`config.mk`:
```
export PLATFORM = sky130hd
export DESIGN_NAME = tl_dcache_lane_adapter
export DESIGN_NICKNAME = d
export VERILOG_FILES = /design/src/rtl/tl_adapter_pkg.sv /design/src/rtl/tl_rsp_gather_slot.sv /design/src/rtl/tl_dcache_lane_adapter.sv
export SDC_FILE = /design/constraint.sdc
export NUM_CORES = 2
export LEC_CHECK = 0
export BUFFER_PORTS_ARGS = -buffer_cell sky130_fd_sc_hd__buf_4
export CAP_MARGIN = 20
export CORE_AREA = 5 5 376 378
export CTS_BUF_LIST = sky130_fd_sc_hd__clkbuf_4 sky130_fd_sc_hd__clkbuf_8
export CTS_CLUSTER_SIZE = 16
export DETAILED_ROUTE_END_ITERATION = 16
export DIE_AREA = 0 0 381 383
export PLACE_DENSITY = 0.53
export SLEW_MARGIN = 20
export SYNTH_ARGS = -nofsm -noshare
export SYNTH_HDL_FRONTEND = slang
export SYNTH_HIERARCHICAL = 1
export SYNTH_SLANG_ARGS = --single-unit
```
`constraint.sdc`:
```
create_clock -name clock -period 6.1 [get_ports clock]
set_input_delay 1.22 -clock clock [delete_from_list [all_inputs] [get_ports clock]]
set_output_delay 1.22 -clock clock [all_outputs]
set_load 0.02 [all_outputs]
```
`src/rtl/tl_adapter_pkg.sv`:
```
// Shared definitions for the TileLink-to-Vortex dcache lane adapter.
//   - TL-UL A/D channel opcode constants
//   - slot_state_e: lifecycle of one outstanding-load gather slot
//   - sat_add32: saturating 32-bit add used by the optional perf counters
//     (TL_DCACHE_ADAPTER_PERF_EN)
package tl_adapter_pkg;

  // A channel opcodes
  localparam logic [2:0] GET             = 3'd4;
  localparam logic [2:0] PUT_FULL        = 3'd0;
  localparam logic [2:0] PUT_PARTIAL     = 3'd1;
  // D channel opcodes
  localparam logic [2:0] ACCESS_ACK      = 3'd0;
  localparam logic [2:0] ACCESS_ACK_DATA = 3'd1;

  typedef enum logic [1:0] {
    FREE   = 2'd0,
    OPEN   = 2'd1,
    SEALED = 2'd2
  } slot_state_e;

  function automatic logic [31:0] sat_add32(input logic [31:0] a,
                                            input logic [31:0] b);
    logic [32:0] s;
    s = {1'b0, a} + {1'b0, b};
    return s[32] ? '1 : s[31:0];
  endfunction

endpackage

```
`src/rtl/tl_rsp_gather_slot.sv`:
```
// One outstanding-load gather slot: tag, expected lanes, arrived lanes,
// per-lane data and a FREE -> OPEN -> SEALED -> FREE state.
// Ports:
//   clock, reset        clock / synchronous active-low reset
//   alloc, alloc_tag    claim this FREE slot for a new tag (clears contents)
//   add_lanes           load lanes that fired this cycle for this slot
//   seal                no further lanes will be added after this cycle
//   wr_lanes, wr_data   D beats routed to this slot (data per lane)
//   release_slot        gathered response accepted by the core
//   state, tag, expect_mask, arrived, data   current slot contents
module tl_rsp_gather_slot
  import tl_adapter_pkg::*;
#(
  parameter int unsigned NUM_LANES = 4,
  parameter int unsigned DATA_W    = 32,
  parameter int unsigned TAG_W     = 10
) (
  input  logic                        clock,
  input  logic                        reset,
  input  logic                        alloc,
  input  logic [TAG_W-1:0]            alloc_tag,
  input  logic [NUM_LANES-1:0]        add_lanes,
  input  logic                        seal,
  input  logic [NUM_LANES-1:0]        wr_lanes,
  input  logic [NUM_LANES*DATA_W-1:0] wr_data,
  input  logic                        release_slot,
  output slot_state_e                 state,
  output logic [TAG_W-1:0]            tag,
  output logic [NUM_LANES-1:0]        expect_mask,
  output logic [NUM_LANES-1:0]        arrived,
  output logic [NUM_LANES*DATA_W-1:0] data
);

  slot_state_e                 state_q, state_d;
  logic [TAG_W-1:0]            tag_q;
  logic [NUM_LANES-1:0]        exp_q, arr_q;
  logic [NUM_LANES*DATA_W-1:0] data_q;

  // State register
  always_ff @(posedge clock) begin
    if (!reset) state_q <= FREE;
    else        state_q <= state_d;
  end

  // Next state; allocation and sealing may coincide
  always_comb begin
    state_d = state_q;
    unique case (state_q)
      FREE:    if (alloc)        state_d = seal ? SEALED : OPEN;
      OPEN:    if (seal)         state_d = SEALED;
      SEALED:  if (release_slot) state_d = FREE;
      default:                   state_d = FREE;
    endcase
  end

  // Outputs
  always_comb begin
    state       = state_q;
    tag         = tag_q;
    expect_mask = exp_q;
    arrived     = arr_q;
    data        = data_q;
  end

  // Contents; data is cleared on allocation so lanes outside the mask read 0
  always_ff @(posedge clock) begin
    if (!reset) begin
      tag_q  <= '0;
      exp_q  <= '0;
      arr_q  <= '0;
      data_q <= '0;
    end else if (alloc) begin
      tag_q  <= alloc_tag;
      exp_q  <= add_lanes;
      arr_q  <= '0;
      data_q <= '0;
    end else begin
      if (state_q == OPEN) exp_q <= exp_q | add_lanes;
      arr_q <= arr_q | wr_lanes;
      for (int unsigned i = 0; i < NUM_LANES; i++) begin
        if (wr_lanes[i]) data_q[i*DATA_W +: DATA_W] <= wr_data[i*DATA_W +: DATA_W];
      end
    end
  end

endmodule

```
`src/rtl/tl_dcache_lane_adapter.sv`:
```
// Splits an N-lane Vortex dcache request into N TL-UL A channels, gathers
// the per-lane AccessAckData beats per load tag and returns one registered
// Vortex response per tag. Store AccessAcks are absorbed.
// Ports:
//   clock, reset                      clock / synchronous active-low reset
//   core_req_*                        per-lane Vortex request, shared tag
//   core_rsp_*                        gathered response (valid/ready)
//   tl_a_*                            per-lane TL A channels
//   tl_d_*                            per-lane TL D channels (always ready)
//   err_sticky                        unmatched/duplicate/unexpected D beat
// Optional (`define TL_DCACHE_ADAPTER_PERF_EN):
//   perf_loads, perf_stores, perf_slot_stall   32-bit saturating counters
module tl_dcache_lane_adapter
  import tl_adapter_pkg::*;
#(
  parameter int unsigned NUM_LANES = 4,
  parameter int unsigned ADDR_W    = 32,
  parameter int unsigned DATA_W    = 32,
  parameter int unsigned TAG_W     = 10,
  parameter int unsigned NUM_SLOTS = 4
) (
  input  logic                                clock,
  input  logic                                reset,
  input  logic [NUM_LANES-1:0]                core_req_valid,
  input  logic [NUM_LANES-1:0]                core_req_rw,
  input  logic [NUM_LANES*DATA_W/8-1:0]       core_req_byteen,
  input  logic [NUM_LANES*(ADDR_W-2)-1:0]     core_req_addr,
  input  logic [NUM_LANES*DATA_W-1:0]         core_req_data,
  input  logic [TAG_W-1:0]                    core_req_tag,
  output logic [NUM_LANES-1:0]                core_req_ready,
  output logic                                core_rsp_valid,
  output logic [NUM_LANES-1:0]                core_rsp_tmask,
  output logic [NUM_LANES*DATA_W-1:0]         core_rsp_data,
  output logic [TAG_W-1:0]                    core_rsp_tag,
  input  logic                                core_rsp_ready,
  output logic [NUM_LANES-1:0]                tl_a_valid,
  input  logic [NUM_LANES-1:0]                tl_a_ready,
  output logic [3*NUM_LANES-1:0]              tl_a_opcode,
  output logic [4*NUM_LANES-1:0]              tl_a_size,
  output logic [TAG_W*NUM_LANES-1:0]          tl_a_source,
  output logic [ADDR_W*NUM_LANES-1:0]         tl_a_address,
  output logic [DATA_W/8*NUM_LANES-1:0]       tl_a_mask,
  output logic [DATA_W*NUM_LANES-1:0]         tl_a_data,
  input  logic [NUM_LANES-1:0]                tl_d_valid,
  output logic [NUM_LANES-1:0]                tl_d_ready,
  input  logic [3*NUM_LANES-1:0]              tl_d_opcode,
  input  logic [TAG_W*NUM_LANES-1:0]          tl_d_source,
  input  logic [DATA_W*NUM_LANES-1:0]         tl_d_data,
  output logic                                err_sticky
`ifdef TL_DCACHE_ADAPTER_PERF_EN
  ,
  output logic [31:0]                         perf_loads,
  output logic [31:0]                         perf_stores,
  output logic [31:0]                         perf_slot_stall
`endif
);

  localparam int unsigned BE_W   = DATA_W / 8;
  localparam int unsigned WA_W   = ADDR_W - 2;
  localparam int unsigned SLOT_W = $clog2(NUM_SLOTS);
  localparam logic [3:0]  A_SIZE = 4'($clog2(DATA_W / 8));

  // Slot array views
  slot_state_e                 s_state [NUM_SLOTS];
  logic [TAG_W-1:0]            s_tag   [NUM_SLOTS];
  logic [NUM_LANES-1:0]        s_exp   [NUM_SLOTS];
  logic [NUM_LANES-1:0]        s_arr   [NUM_SLOTS];
  logic [NUM_LANES*DATA_W-1:0] s_data  [NUM_SLOTS];
  logic [NUM_LANES-1:0]        s_add   [NUM_SLOTS];
  logic [NUM_LANES-1:0]        s_wr    [NUM_SLOTS];
  logic [NUM_SLOTS-1:0]        s_alloc, s_seal, s_release, s_avail;

  // Request-side lookup
  logic              open_hit, any_open, free_exists, load_gate, new_alloc, all_fired;
  logic [SLOT_W-1:0] open_idx, old_open_idx, free_idx;
  logic [NUM_LANES-1:0] gate, fire, load_fire;

  // Response-side
  logic                        d_hit, err_d, load_en, sel_valid;
  logic [SLOT_W-1:0]           sel_idx, rr_ptr;
  logic [NUM_LANES*DATA_W-1:0] sel_data;

  logic                        rsp_valid_q;
  logic [NUM_LANES-1:0]        rsp_tmask_q;
  logic [NUM_LANES*DATA_W-1:0] rsp_data_q;
  logic [TAG_W-1:0]            rsp_tag_q;
  logic [SLOT_W-1:0]           rsp_slot_q;
  logic                        err_q;

  always_comb begin
    open_hit     = 1'b0;
    open_idx     = '0;
    any_open     = 1'b0;
    old_open_idx = '0;
    free_exists  = 1'b0;
    free_idx     = '0;
    for (int unsigned k = 0; k < NUM_SLOTS; k++) begin
      if (s_state[k] == OPEN) begin
        any_open     = 1'b1;
        old_open_idx = SLOT_W'(k);
        if (s_tag[k] == core_req_tag) begin
          open_hit = 1'b1;
          open_idx = SLOT_W'(k);
        end
      end
      if (s_state[k] == FREE && !free_exists) begin
        free_exists = 1'b1;
        free_idx    = SLOT_W'(k);
      end
    end
  end

  // Stores are never gated; loads need a matching OPEN slot or a FREE one.
  // Holding everything low while reset is asserted keeps the A side quiet.
  assign load_gate      = open_hit | free_exists;
  assign gate           = core_req_rw | {NUM_LANES{load_gate}};
  assign tl_a_valid     = core_req_valid & gate & {NUM_LANES{reset}};
  assign core_req_ready = tl_a_ready & gate & {NUM_LANES{reset}};
  assign fire           = tl_a_valid & tl_a_ready;
  assign load_fire      = fire & ~core_req_rw;
  assign new_alloc      = (|load_fire) && !open_hit;
  assign all_fired      = (|fire) && ((core_req_valid & ~fire) == '0);

  always_comb begin
    for (int unsigned i = 0; i < NUM_LANES; i++) begin
      if (!core_req_rw[i])                             tl_a_opcode[3*i +: 3] = GET;
      else if (core_req_byteen[BE_W*i +: BE_W] == '1)  tl_a_opcode[3*i +: 3] = PUT_FULL;
      else                                             tl_a_opcode[3*i +: 3] = PUT_PARTIAL;
      tl_a_address[ADDR_W*i +: ADDR_W] = {core_req_addr[WA_W*i +: WA_W], 2'b00};
    end
  end

  assign tl_a_size   = {NUM_LANES{A_SIZE}};
  assign tl_a_source = {NUM_LANES{core_req_tag}};
  assign tl_a_mask   = core_req_byteen;
  assign tl_a_data   = core_req_data;
  assign tl_d_ready  = '1;

  // Per-slot control. A new tag while another slot is OPEN seals that slot.
  always_comb begin
    for (int unsigned k = 0; k < NUM_SLOTS; k++) begin
      s_alloc[k] = new_alloc && (free_idx == SLOT_W'(k));
      s_add[k]   = (s_alloc[k] || (open_hit && open_idx == SLOT_W'(k))) ? load_fire : '0;
      s_seal[k]  = (all_fired && (s_alloc[k] || (open_hit && open_idx == SLOT_W'(k))))
                || (new_alloc && any_open && old_open_idx == SLOT_W'(k));
    end
  end

  // D routing: each AccessAckData beat goes to the first non-FREE slot with
  // that tag still waiting on the lane; no such slot is a protocol error.
  always_comb begin
    err_d = 1'b0;
    d_hit = 1'b0;
    for (int unsigned k = 0; k < NUM_SLOTS; k++) s_wr[k] = '0;
    for (int unsigned i = 0; i < NUM_LANES; i++) begin
      d_hit = 1'b0;
      if (tl_d_valid[i] && tl_d_opcode[3*i +: 3] == ACCESS_ACK_DATA) begin
        for (int unsigned k = 0; k < NUM_SLOTS; k++) begin
          if (!d_hit && s_state[k] != FREE && s_tag[k] == tl_d_source[TAG_W*i +: TAG_W]
              && s_exp[k][i] && !s_arr[k][i]) begin
            d_hit      = 1'b1;
            s_wr[k][i] = 1'b1;
          end
        end
        if (!d_hit) err_d = 1'b1;
      end
    end
  end

  for (genvar k = 0; k < NUM_SLOTS; k++) begin : g_slot
    tl_rsp_gather_slot #(
      .NUM_LANES (NUM_LANES),
      .DATA_W    (DATA_W),
      .TAG_W     (TAG_W)
    ) u_slot (
      .clock        (clock),
      .reset        (reset),
      .alloc        (s_alloc[k]),
      .alloc_tag    (core_req_tag),
      .add_lanes    (s_add[k]),
      .seal         (s_seal[k]),
      .wr_lanes     (s_wr[k]),
      .wr_data      (tl_d_data),
      .release_slot (s_release[k]),
      .state        (s_state[k]),
      .tag          (s_tag[k]),
      .expect_mask  (s_exp[k]),
      .arrived      (s_arr[k]),
      .data         (s_data[k])
    );
  end

  // Completion looks through this cycle's D beats so the response register
  // can load on the same edge as the final beat. The slot currently held in
  // the response register stays SEALED until accepted and is excluded.
  always_comb begin
    for (int unsigned k = 0; k < NUM_SLOTS; k++) begin
      s_avail[k]   = (s_state[k] == SEALED) && ((s_arr[k] | s_wr[k]) == s_exp[k])
                  && !(rsp_valid_q && rsp_slot_q == SLOT_W'(k));
      s_release[k] = rsp_valid_q && core_rsp_ready && rsp_slot_q == SLOT_W'(k);
    end
  end

  assign load_en = !rsp_valid_q || core_rsp_ready;

  always_comb begin
    sel_valid = 1'b0;
    sel_idx   = rr_ptr;
    for (int unsigned off = 0; off < NUM_SLOTS; off++) begin
      if (!sel_valid && s_avail[rr_ptr + SLOT_W'(off)]) begin
        sel_valid = 1'b1;
        sel_idx   = rr_ptr + SLOT_W'(off);
      end
    end
    for (int unsigned i = 0; i < NUM_LANES; i++) begin
      sel_data[DATA_W*i +: DATA_W] = s_wr[sel_idx][i] ? tl_d_data[DATA_W*i +: DATA_W]
                                                      : s_data[sel_idx][DATA_W*i +: DATA_W];
    end
  end

  always_ff @(posedge clock) begin
    if (!reset) begin
      rsp_valid_q <= 1'b0;
      rsp_tmask_q <= '0;
      rsp_data_q  <= '0;
      rsp_tag_q   <= '0;
      rsp_slot_q  <= '0;
      rr_ptr      <= '0;
      err_q       <= 1'b0;
    end else begin
      err_q <= err_q | err_d;
      if (load_en) begin
        rsp_valid_q <= sel_valid;
        if (sel_valid) begin
          rsp_tmask_q <= s_exp[sel_idx];
          rsp_data_q  <= sel_data;
          rsp_tag_q   <= s_tag[sel_idx];
          rsp_slot_q  <= sel_idx;
          rr_ptr      <= sel_idx + SLOT_W'(1);
        end
      end
    end
  end

  assign core_rsp_valid = rsp_valid_q;
  assign core_rsp_tmask = rsp_tmask_q;
  assign core_rsp_data  = rsp_data_q;
  assign core_rsp_tag   = rsp_tag_q;
  assign err_sticky     = err_q;

`ifdef TL_DCACHE_ADAPTER_PERF_EN
  logic [31:0] n_loads, n_stores;
  logic        stall_cycle;

  always_comb begin
    n_loads  = '0;
    n_stores = '0;
    for (int unsigned i = 0; i < NUM_LANES; i++) begin
      n_loads  = n_loads  + 32'(load_fire[i]);
      n_stores = n_stores + 32'(fire[i] & core_req_rw[i]);
    end
    // A ready load lane held back only because no slot can take its tag
    stall_cycle = (|(core_req_valid & ~core_req_rw & tl_a_ready)) && !load_gate;
  end

  always_ff @(posedge clock) begin
    if (!reset) begin
      perf_loads      <= '0;
      perf_stores     <= '0;
      perf_slot_stall <= '0;
    end else begin
      perf_loads      <= sat_add32(perf_loads, n_loads);
      perf_stores     <= sat_add32(perf_stores, n_stores);
      perf_slot_stall <= sat_add32(perf_slot_stall, 32'(stall_cycle));
    end
  end
`endif

endmodule
```
==> impl_metrics.ini <==
[timing]
tns_ns = 0
worst_pin_slew_ns = 1.092
rsz0062_at_grt = false
clock-skew-final_ns = 0.04960
slew_headroom_pct = 26.52
final_min_period_over_clock_period_pct = 85.94
finalHoldViolCount = 0
maxSlewViolCount = 0
finalWorstPathRequiredPeriod_ns = 5.242
setup_viols_final = 0
timing.fmax_mhz = 190.8

[cells_and_area]
final_util_pct = 32.17
layout.cells.most_common = mux2i_1
fraction_of_final_layout_cells_with_drive_strength_greater_than_1_pct = 20.23
nNetsFinal = 4576
n_fill_cell = 14350
most_used_cells_in_the_layout_excluding_fill_and_tap_cells = mux2i_1 (1084), dfxtp_1 (740), nor2_1 (603), buf_4 (505), nand2_1 (175)
layout-area-overhead-vs-synth_pct = 14.91

[worst_setup_path]
endpoint_kind = register
timing.critical_path.arrival_ns = 5.94
r2r_slack_ns = 0.86
worstSetupStartpointType = register
cp.required_ns = 6.80
critPathMaxFanout = 45
path_class = register to register

[synth]
synth_top_area_cell = dfxtp_1
synthTopCellsByArea = dfxtp_1 (39%), mux2i_1 (28%), buf_4 (6.8%)
post_synth_xor_area_fraction_pct = 4.631
muxShareOfSynthArea_pct = 28.79
synth_adder_area_share_pct = 0
synth_top_family_by_area = multiplexers
synth_compound_gate_area_share_pct = 3.758
post_synthesis_async_set_or_reset_flop_share_pct = 0
synthesis.area_mm2 = 0.03839
yosysTopAreaCellShare_pct = 38.59
syn_avg_cell_area_um2 = 9.564
synth-simple-area-share_pct = 12.77
synth_top_flop_cell = dfxtp_1
synth.distinct_cells = 65
netlist_instances = 4014
synth_warnings = 6
ys_seq_elements = 740
post_synth_edffs = 0
yosysSeqAreaShare_pct = 38.59

[clock_network]
clock_transition_at_the_registers_of_the_reported_paths_ns = 0.06
cts_tree = done
cts-buffers-inserted = 142
cts.sinks = 740
number_of_setup_buffers_added_after_cts = 0
ctsHoldBuffers = 0
cts_buffer_depth = 3
clk-insertion-delay-late_ns = 0.86
cts_repair_resizes = 0
cts-htree-levels = 4
cts_root_buffer = clkbuf_8

[routing]
remaining_routing_drc_violations = 0
count_of_vias_placed_by_the_detailed_router = 28410
post_drt_wl_per_cell_um = 23.16
detailedRoute.firstPassIterationCount = 6
wl_um = 139400
drt_iter0_markers = 1780
vias_per_cell = 4.721
drtAntennaViolNets = 0

[die]
design.portCount = 969
die_x_um = 381
die_h_um = 383
std_cell_rows = 136
fp.coreArea_mm2 = 0.1372
initial_core_utilization_pct = 27.99
die_footprint_mm2 = 0.1459

[placement]
gp_congestion = 0.9508
numPortBuffers = 440
dp_hpwl_um = 95600

[grt]
grtUsageTotal_pct = 18.38
grt_start_max_net_pins = 75
globalRouteOverflowTotal = 0
grt_pass1_wl_um = 200700
via_count_of_the_first_global_routing_pass = 28620
antenna_found_initial = 23

[power_and_ir_drop]
ratio_of_total_power_to_cell_area_mw_per_mm2 = 246.8
ir_drop_uv = 188.1
cellLeakagePower_uw = 0.01779

[flow_run]
drv_cap = 0

[status]
outcome = finished, final reports clean

[min_path]
hold_path_class = register to register
-- cells in the mapped netlist, drive strengths merged (11+ instances only) --
master,number
nand2b,27
mux2,18
xnor2,130
nor3,40
dfxtp,740
or4,11
nand3,23
nor2b,53
xor2,73
nor2,605
mux2i,1084
nor4,31
nand2,176
o21ai,167
inv,33
a22o,14
a21oi,15
nand3b,20
nand4,31
buf,551
clkbuf,73
-- where the power goes --
group	internal [µW]	switching [µW]
registers	4840	36.0
clock network	2960	2280
logic	281	487
-- worst max-delay path, stage by stage, from the launching register on --
cell,delay [ns]
dfxtp_1,0.42
nor2b_1,0.49
nand4_1,0.15
nor3_1,0.72
or4_1,0.27
nand3b_1,0.29
nand2_1,0.16
or4_1,0.65
a41o_1,0.40
nand2b_1,0.22
nor4_2,0.39
buf_4,0.25
nand2b_4,0.22
buf_12,0.30
nor2_1,0.09
-- kinds of logic after synthesis --
| family | Yosys count |
|---|---|
| other cells | 2 |
| xor+xnor | 203 |
| simple gates | 1070 |
| compound gates | 240 |
| mux | 1102 |
| flops | 740 |
| buf+inv | 657 |
-- registers in the layout, summed over array words and instances (netlist names) --
signal,cells
core_rsp_tmask,4
g_slot.u_slot/data,512
err_sticky,1
rsp_slot_q,2
core_rsp_tag,10
g_slot.u_slot/expect_mask,16
g_slot.u_slot/tag,40
rr_ptr,2
core_rsp_data,128
core_rsp_valid,1
g_slot.u_slot/state,8
g_slot.u_slot/arrived,16
-- final timing paths --
check,start,endpoint,depth (start not counted)
max,g_slot[0].u_slot/state[0],g_slot[3].u_slot/data[122],14
min,core_rsp_data[14],core_rsp_data[14],2
max reg2reg,g_slot[0].u_slot/state[0],g_slot[3].u_slot/data[122],14
min reg2reg,core_rsp_data[14],core_rsp_data[14],2
-- cell type report --
class	instances	area (µm²)	area share [%]
multi-input cells	2647	19390	43.94
flip-flops and latches	740	14810	33.58
repair buffers	539	4472	10.14
clock buffers	223	2725	6.177
well taps	1794	2245	5.088
clock inverters	29	319.1	0.7232
inverters	33	123.9	0.2808
diodes	12	30.03	0.06807
-- through the flow --
stage	instances	power (µW)	cell area, µm²	setup slack, ns	hold slack, ns
after floorplan	4044	5620	38500	1.233	0.4397
after global placement	5753	5756	41040	0.2806	0.4401
after detailed placement	5753	5756	41040	0.1946	0.4423
after CTS	6005	11110	44080	0.9005	0.4501
after global routing	6009	11380	44090	0.6704	0.4649
final	6017	10890	44110	0.8577	0.4434
-- per-layer routing --
metal	vias to the layer above	routed length [µm]	track usage, %
li1	13500	-	-
met1	13680	57450	21.87
met2	894	67810	31.55
met3	321	9081	4.982
met4	6	4988	7.182
met5	-	47	0.03307
No activity file was read; power rests on OpenSTA's default activity.
